==> config.mk <==
export PLATFORM = sky130hd
export DESIGN_NAME = cache_axi_arbiter
export DESIGN_NICKNAME = d
export VERILOG_FILES = /design/src/rtl/cache_axi_pkg.sv /design/src/rtl/cache_axi_arbiter.sv
export SDC_FILE = /design/constraint.sdc
export NUM_CORES = 1
export LEC_CHECK = 0
export ABC_CLOCK_PERIOD_IN_PS = 2250
export CAP_MARGIN = 20
export CORE_AREA = 2 2 157 159
export CTS_CLUSTER_SIZE = 25
export DETAILED_ROUTE_END_ITERATION = 10
export DIE_AREA = 0 0 159 161
export PLACE_DENSITY = 0.39
export REMOVE_ABC_BUFFERS = 1
export SYNTH_ARGS = -nofsm -noshare
export SYNTH_HDL_FRONTEND = slang
export SYNTH_SLANG_ARGS = --single-unit
export TNS_END_PERCENT = 10
==> constraint.sdc <==
create_clock -name clk -period 2.25 [get_ports clk]
set_clock_uncertainty 0.05 [all_clocks]
set_input_delay 0.5625 -clock clk [delete_from_list [all_inputs] [get_ports clk]]
set_output_delay 0.5625 -clock clk [all_outputs]
set_load 0.005 [all_outputs]
==> src/rtl/cache_axi_pkg.sv <==
// Shared definitions for the cache AXI arbiter.
//   arb_state_e : read-channel arbitration states
//   GNT_I/GNT_D : encoding of the granted side (round-robin bookkeeping)
//   DEF_I_ID/DEF_D_ID : default AXI IDs for icache / dcache bursts
package cache_axi_pkg;

  typedef enum logic [2:0] {
    IDLE,
    I_AR,
    I_R,
    D_AR,
    D_R
  } arb_state_e;

  localparam logic GNT_I = 1'b0;
  localparam logic GNT_D = 1'b1;

  localparam logic [3:0] DEF_I_ID = 4'd0;
  localparam logic [3:0] DEF_D_ID = 4'd1;

endpackage

==> src/rtl/cache_axi_arbiter.sv <==
// Shares one AXI master port between the icache and dcache burst engines.
// Read side: one burst outstanding at a time, arbitrated in IDLE with one
// cycle of decision latency; AR and R are muxed from the granted side.
// Write side: dcache AW/W/B forwarded combinationally with a fixed AWID.
//
// Ports:
//   clk, rst (async, active-low)
//   i_ar*/i_r*  : icache refill read channel (slave side)
//   d_ar*/d_r*  : dcache refill read channel (slave side)
//   d_aw*/d_w*/d_b* : dcache write-back channels (slave side)
//   m_*         : shared AXI master port towards the interconnect
//
// Build option: CACHE_ARB_RR_EN selects round-robin arbitration with a
// last_grant register and a sticky m_rid mismatch flag; otherwise dcache
// always wins a simultaneous request.
module cache_axi_arbiter
  import cache_axi_pkg::*;
#(
  parameter int unsigned     ID_W = 4,
  parameter logic [ID_W-1:0] I_ID = ID_W'(DEF_I_ID),
  parameter logic [ID_W-1:0] D_ID = ID_W'(DEF_D_ID)
) (
  input  logic            clk,
  input  logic            rst,
  // icache read
  input  logic [31:0]     i_araddr,
  input  logic [3:0]      i_arlen,
  input  logic [2:0]      i_arsize,
  input  logic            i_arvalid,
  output logic            i_arready,
  output logic [31:0]     i_rdata,
  output logic            i_rlast,
  output logic            i_rvalid,
  input  logic            i_rready,
  // dcache read
  input  logic [31:0]     d_araddr,
  input  logic [3:0]      d_arlen,
  input  logic [2:0]      d_arsize,
  input  logic            d_arvalid,
  output logic            d_arready,
  output logic [31:0]     d_rdata,
  output logic            d_rlast,
  output logic            d_rvalid,
  input  logic            d_rready,
  // dcache write-back
  input  logic [31:0]     d_awaddr,
  input  logic [3:0]      d_awlen,
  input  logic [2:0]      d_awsize,
  input  logic            d_awvalid,
  output logic            d_awready,
  input  logic [31:0]     d_wdata,
  input  logic [3:0]      d_wstrb,
  input  logic            d_wlast,
  input  logic            d_wvalid,
  output logic            d_wready,
  output logic            d_bvalid,
  input  logic            d_bready,
  // AXI master
  output logic [ID_W-1:0] m_arid,
  output logic [31:0]     m_araddr,
  output logic [3:0]      m_arlen,
  output logic [2:0]      m_arsize,
  output logic            m_arvalid,
  input  logic            m_arready,
  input  logic [ID_W-1:0] m_rid,
  input  logic [31:0]     m_rdata,
  input  logic            m_rlast,
  input  logic            m_rvalid,
  output logic            m_rready,
  output logic [ID_W-1:0] m_awid,
  output logic [31:0]     m_awaddr,
  output logic [3:0]      m_awlen,
  output logic [2:0]      m_awsize,
  output logic            m_awvalid,
  input  logic            m_awready,
  output logic [31:0]     m_wdata,
  output logic [3:0]      m_wstrb,
  output logic            m_wlast,
  output logic            m_wvalid,
  input  logic            m_wready,
  input  logic            m_bvalid,
  output logic            m_bready
);

  arb_state_e state_q, state_d;
  logic       pick_d, pick_i;

`ifdef CACHE_ARB_RR_EN
  logic last_grant_q;
  logic rid_err_q;

  // On a tie the side that was not granted last wins.
  assign pick_d = d_arvalid && (!i_arvalid || (last_grant_q == GNT_I));
`else
  // Single outstanding burst: R beats are routed by state, not by ID.
  logic unused_rid;
  assign unused_rid = ^m_rid;
  assign pick_d     = d_arvalid;
`endif
  assign pick_i = i_arvalid && !pick_d;

  always_ff @(posedge clk or negedge rst) begin
    if (!rst) state_q <= IDLE;
    else      state_q <= state_d;
  end

  always_comb begin
    state_d   = state_q;
    m_arid    = '0;
    m_araddr  = '0;
    m_arlen   = '0;
    m_arsize  = '0;
    m_arvalid = 1'b0;
    m_rready  = 1'b0;
    i_arready = 1'b0;
    i_rdata   = '0;
    i_rlast   = 1'b0;
    i_rvalid  = 1'b0;
    d_arready = 1'b0;
    d_rdata   = '0;
    d_rlast   = 1'b0;
    d_rvalid  = 1'b0;
    unique case (state_q)
      IDLE: begin
        // Decision only; AR is presented from the next cycle.
        if (pick_d)      state_d = D_AR;
        else if (pick_i) state_d = I_AR;
      end
      I_AR: begin
        m_arid    = I_ID;
        m_araddr  = i_araddr;
        m_arlen   = i_arlen;
        m_arsize  = i_arsize;
        m_arvalid = i_arvalid;
        i_arready = m_arready;
        if (i_arvalid && m_arready) state_d = I_R;
      end
      I_R: begin
        i_rdata  = m_rdata;
        i_rlast  = m_rlast;
        i_rvalid = m_rvalid;
        m_rready = i_rready;
        if (m_rvalid && i_rready && m_rlast) state_d = IDLE;
      end
      D_AR: begin
        m_arid    = D_ID;
        m_araddr  = d_araddr;
        m_arlen   = d_arlen;
        m_arsize  = d_arsize;
        m_arvalid = d_arvalid;
        d_arready = m_arready;
        if (d_arvalid && m_arready) state_d = D_R;
      end
      D_R: begin
        d_rdata  = m_rdata;
        d_rlast  = m_rlast;
        d_rvalid = m_rvalid;
        m_rready = d_rready;
        if (m_rvalid && d_rready && m_rlast) state_d = IDLE;
      end
      default: state_d = IDLE;
    endcase
  end

`ifdef CACHE_ARB_RR_EN
  always_ff @(posedge clk or negedge rst) begin
    if (!rst)
      last_grant_q <= GNT_I;
    else if ((state_q == IDLE) && (pick_d || pick_i))
      last_grant_q <= pick_d ? GNT_D : GNT_I;
  end

  always_ff @(posedge clk or negedge rst) begin
    if (!rst)
      rid_err_q <= 1'b0;
    else if (m_rvalid && ((state_q == I_R) || (state_q == D_R)) &&
             (m_rid != ((state_q == D_R) ? D_ID : I_ID)))
      rid_err_q <= 1'b1;
  end

  rid_sticky: assert property (@(posedge clk) disable iff (!rst) !rid_err_q);
`endif

  // Write-back path: independent of the read arbitration.
  assign m_awid    = D_ID;
  assign m_awaddr  = d_awaddr;
  assign m_awlen   = d_awlen;
  assign m_awsize  = d_awsize;
  assign m_awvalid = d_awvalid;
  assign d_awready = m_awready;
  assign m_wdata   = d_wdata;
  assign m_wstrb   = d_wstrb;
  assign m_wlast   = d_wlast;
  assign m_wvalid  = d_wvalid;
  assign d_wready  = m_wready;
  assign d_bvalid  = m_bvalid;
  assign m_bready  = d_bready;

endmodule

==> flow_summary.rst, run 1 <==
.. list-table::
   :header-rows: 1

   * - Metric
     - Value
   * - First-pass GRT wire length
     - 20,900 microns
   * - Sequence of cells on the critical path
     - nor3b_4 > buf_4 > clkbuf_16 > buf_4 > and2_4 > dlygate4sd2_1
   * - # IOs
     - just over 400
   * - Min-delay worst type
     - in -> async
   * - Worst Setup Path Type
     - reg -> out
   * - Syn Area/Cell
     - between 7 and 8 sq um
   * - Most frequent standard cell in the layout excluding fill and tap cells
     - sky130_fd_sc_hd__clkdlybuf4s50_1
   * - Multi-input combinational cell area
     - roughly 1000 sq um
   * - Critical Path RT
     - 1.64 ns
   * - Maximum number of pins on one net before global-route repair
     - 37
   * - CTS tree
     - done
   * - DRC violations left
     - 0
   * - Logic depth of the worst path, buffers included
     - 6
   * - Via count of the first global-routing pass
     - 2,563
   * - Post-synthesis cell type count
     - 18
   * - Delay contributed by the slowest stage of the critical path
     - between 0.4 and 0.5 ns
   * - Net switching power
     - between 1 and 1.5 mW
   * - Detailed-route vias per instance
     - 3.48
   * - Final cycle utilization of the critical path
     - 1.07
   * - Initial core utilization
     - 0.0729
   * - Outcome
     - finished with violations
   * - CP startpoint kind
     - flop
   * - Number of warnings printed during yosys synthesis
     - 0
   * - Maximum clock insertion buffer count
     - 2
   * - Cell area after layout
     - about 4100 sq um
   * - Biggest fanout along the worst timing path
     - 5
   * - Clock Power Share
     - 0.090
   * - Initial antenna violation count
     - 0
   * - # H-tree levels
     - 1
   * - Routed length per instance
     - 23.0 microns
   * - Diodes inserted
     - 0
   * - Final weighted congestion in routability-driven placement
     - ~0.84
   * - Via count
     - 2,548
   * - Iteration count of the initial detailed-routing pass
     - 4
   * - Final setup viols
     - 40
   * - Slew Viols, Final
     - 0
   * - Synthesized instance count
     - ~240
   * - Max-cap violations
     - 0
   * - Logic gate share of total power
     - 0.868
   * - Dominant cell type by count on the critical path
     - sky130_fd_sc_hd__buf_4
   * - Fmax achieved
     - ~420 MHz
   * - Cell area after placement
     - just under 4000 sq um
   * - Crit-path slowest cell
     - sky130_fd_sc_hd__dfrtp_2
   * - Seq/Total Area, Yosys
     - 0.0429
   * - CTS buffer count
     - 3
   * - Residual antenna-violating net count after detailed routing
     - 0
   * - TritonCTS sink count
     - 3
   * - Die Y-Extent
     - about 160 microns
   * - Number of DRC violations after detailed-routing iteration 0
     - between 100 and 150
   * - Number of input and output port buffers inserted
     - 230
   * - Length in cells of the worst reg-to-reg path
     - 6
   * - Largest register FFs
     - 3
   * - Start of the worst register-to-register path
     - state_q[1]
   * - Biggest register
     - state_q
   * - Row count
     - 57
   * - Power Dens Cells
     - between 700 and 800 nW/um^2
   * - Synthesized flop and latch total
     - 3
   * - Maximum vdd ir drop
     - approximately 0.29 mV
   * - Floorplan Core Area
     - around 24,000 sq um
   * - Slack of the critical path
     - -0.149 ns
   * - Clock-pin slew on the worst setup and hold paths
     - 0.03 ns
   * - Synth Cell Area
     - 1750 sq um
   * - Arrival time of data at the critical path endpoint
     - between 1.5 and 2 ns
   * - Category of cells accounting for the largest share of critical-path delay
     - buffers and inverters
   * - FF+latch area
     - 78.8 sq um
   * - Final net count
     - 615
   * - Count of fill cells added during filler insertion
     - 2,753
   * - Nature of the critical path endpoint
     - primary output
   * - Global-route total usage across every layer
     - 0.116
   * - Buffer cell driving the clock tree root
     - sky130_fd_sc_hd__clkbuf_16
   * - Die width
     - 159 microns
   * - Crit path buf inv count
     - 4
   * - Total chip power
     - roughly 3.2 mW
   * - Final Hold Viols
     - 0
   * - Highest-count cells in the layout ignoring fill and taps
     - sky130_fd_sc_hd__clkdlybuf4s50_1 (118), sky130_fd_sc_hd__and2_1 (66), sky130_fd_sc_hd__dlygate4sd2_1 (52)
   * - Critical Path Source
     - state_q[0]
   * - Internal power
     - between 2 and 2.5 mW
   * - Biggest registers after layout
     - state_q: 3 flops
   * - Worst reg2reg endpoint
     - state_q[2]
   * - Share of final-layout standard cells stronger than drive strength 1
     - 0.225
   * - Total negative setup slack
     - -2.68 ns
   * - Clock latency of the later-clocked register in the worst-skew pair
     - 0.23 ns
   * - Violations in the final reports
     - setup timing
   * - Sequential fraction of design power
     - 0.042
   * - Time the worst path needs with I/O delays and setup
     - 2.40 ns
   * - Post-synthesis to final-layout area growth
     - 133%
   * - Routed wire length
     - 16,900 microns
   * - Switching Fraction
     - 0.373
   * - Die area
     - 25,600 sq um
   * - Leakage
     - approximately 2.1 nW
   * - Flop2flop setup slack
     - a little under 0.6 ns
   * - Post-DP HPWL
     - around 13,000 microns
   * - Global-route congestion overflow total
     - 0
   * - Timing endpoint of the critical path
     - i_rdata[14]
   * - RSZ-0062 raised after global routing
     - yes
==> kinds of logic after synthesis <==
| kind of cell | Yosys count | synth area share |
|---|---|---|
| and+or+nand+nor | 80 | 0.291 |
| AOI/OAI and AO/OA | 48 | 0.233 |
| buffers and inverters | 106 | 0.428 |
| other | 2 | 0.00430 |
| DFF | 3 | 0.0429 |
==> power groups by stage <==
stage	Clock, mW	Sequential (mW)	Combinational (mW)
2_1_floorplan	0	0.116	0.874
3_3_place_gp	0	0.131	2.74
3_5_place_dp	0	0.131	2.72
4_1_cts	0.294	0.136	2.53
5_1_grt	0.296	0.142	3.01
6_report	0.289	0.136	2.79
==> cell usage after synthesis, drive strengths merged <==
| master | number | share of area |
|---|---|---|
| clkbuf | 6 | 0.015 |
| nand2 | 2 | 0.0043 |
| dfrtp | 3 | 0.043 |
| and3b | 1 | 0.0050 |
| a21oi | 1 | 0.0029 |
| and2 | 70 | 0.25 |
| o21ai | 2 | 0.0057 |
| o21bai | 1 | 0.0043 |
| nand3 | 4 | 0.011 |
| nor3 | 1 | 0.0057 |
| a22o | 42 | 0.21 |
| inv | 1 | 0.0021 |
| buf | 99 | 0.41 |
| conb | 2 | 0.0043 |
| a221oi | 2 | 0.010 |
| nor3b | 2 | 0.014 |
==> per-stage QoR <==
step	hold WS [ns]	instances	utilization	worst slack [ns]
after floorplan	0.217	139	-	-0.345
after global placement	0.677	713	0.165	-0.102
after detailed placement	0.693	713	0.165	-0.120
after CTS	0.471	720	0.168	-0.231
after global routing	0.485	733	0.170	-0.234
final	0.469	733	0.170	-0.149
==> worst min-delay path by stage <==
stage | endpoint | start | slack, ns | depth (start not counted)
2_1_floorplan | state_q[0] | rst | 0.22 | 0
3_3_place_gp | state_q[1] | state_q[2] | 0.68 | 2
3_5_place_dp | state_q[0] | state_q[2] | 0.69 | 2
4_1_cts | state_q[1] | rst | 0.47 | 1
5_1_grt | state_q[1] | rst | 0.49 | 1
6_report | state_q[1] | rst | 0.47 | 1
==> area by class of cell <==
cell class / instances / share of cell area
Sequential cell: 3 / 0.0194
Timing Repair Buffer: 266 / 0.622
Inverter: 1 / 0.000922
Multi-Input combinational cell: 135 / 0.239
Clock buffer: 4 / 0.0194
Tap cell: 324 / 0.0996
==> repair_timing <==
action | 4_1_cts | 5_1_grt
endpoints found under the setup margin | 112 | 52
resized for setup | 129 | 87
buffers inserted | 2 | 9
cloned | 1 | 4
pin swaps | 11 | 7
hold buffers | 0 | 0
==> routing by layer <==
layer	global-route usage	up-vias	wire length [microns]
met4	0.0198	8	167
met5	0.0833	-	270
met1	0.124	1101	6450
met3	0.134	18	3930
met2	0.143	372	6060
li1	-	1049	-
Power figures use the tool's default switching activity.
==> inputs of run 2 (changes only) <==
Settings changed: SLEW_MARGIN set to 10.
==> results of run 2 <==
The final DEF is identical to that of run 1; final timing and power are the same.
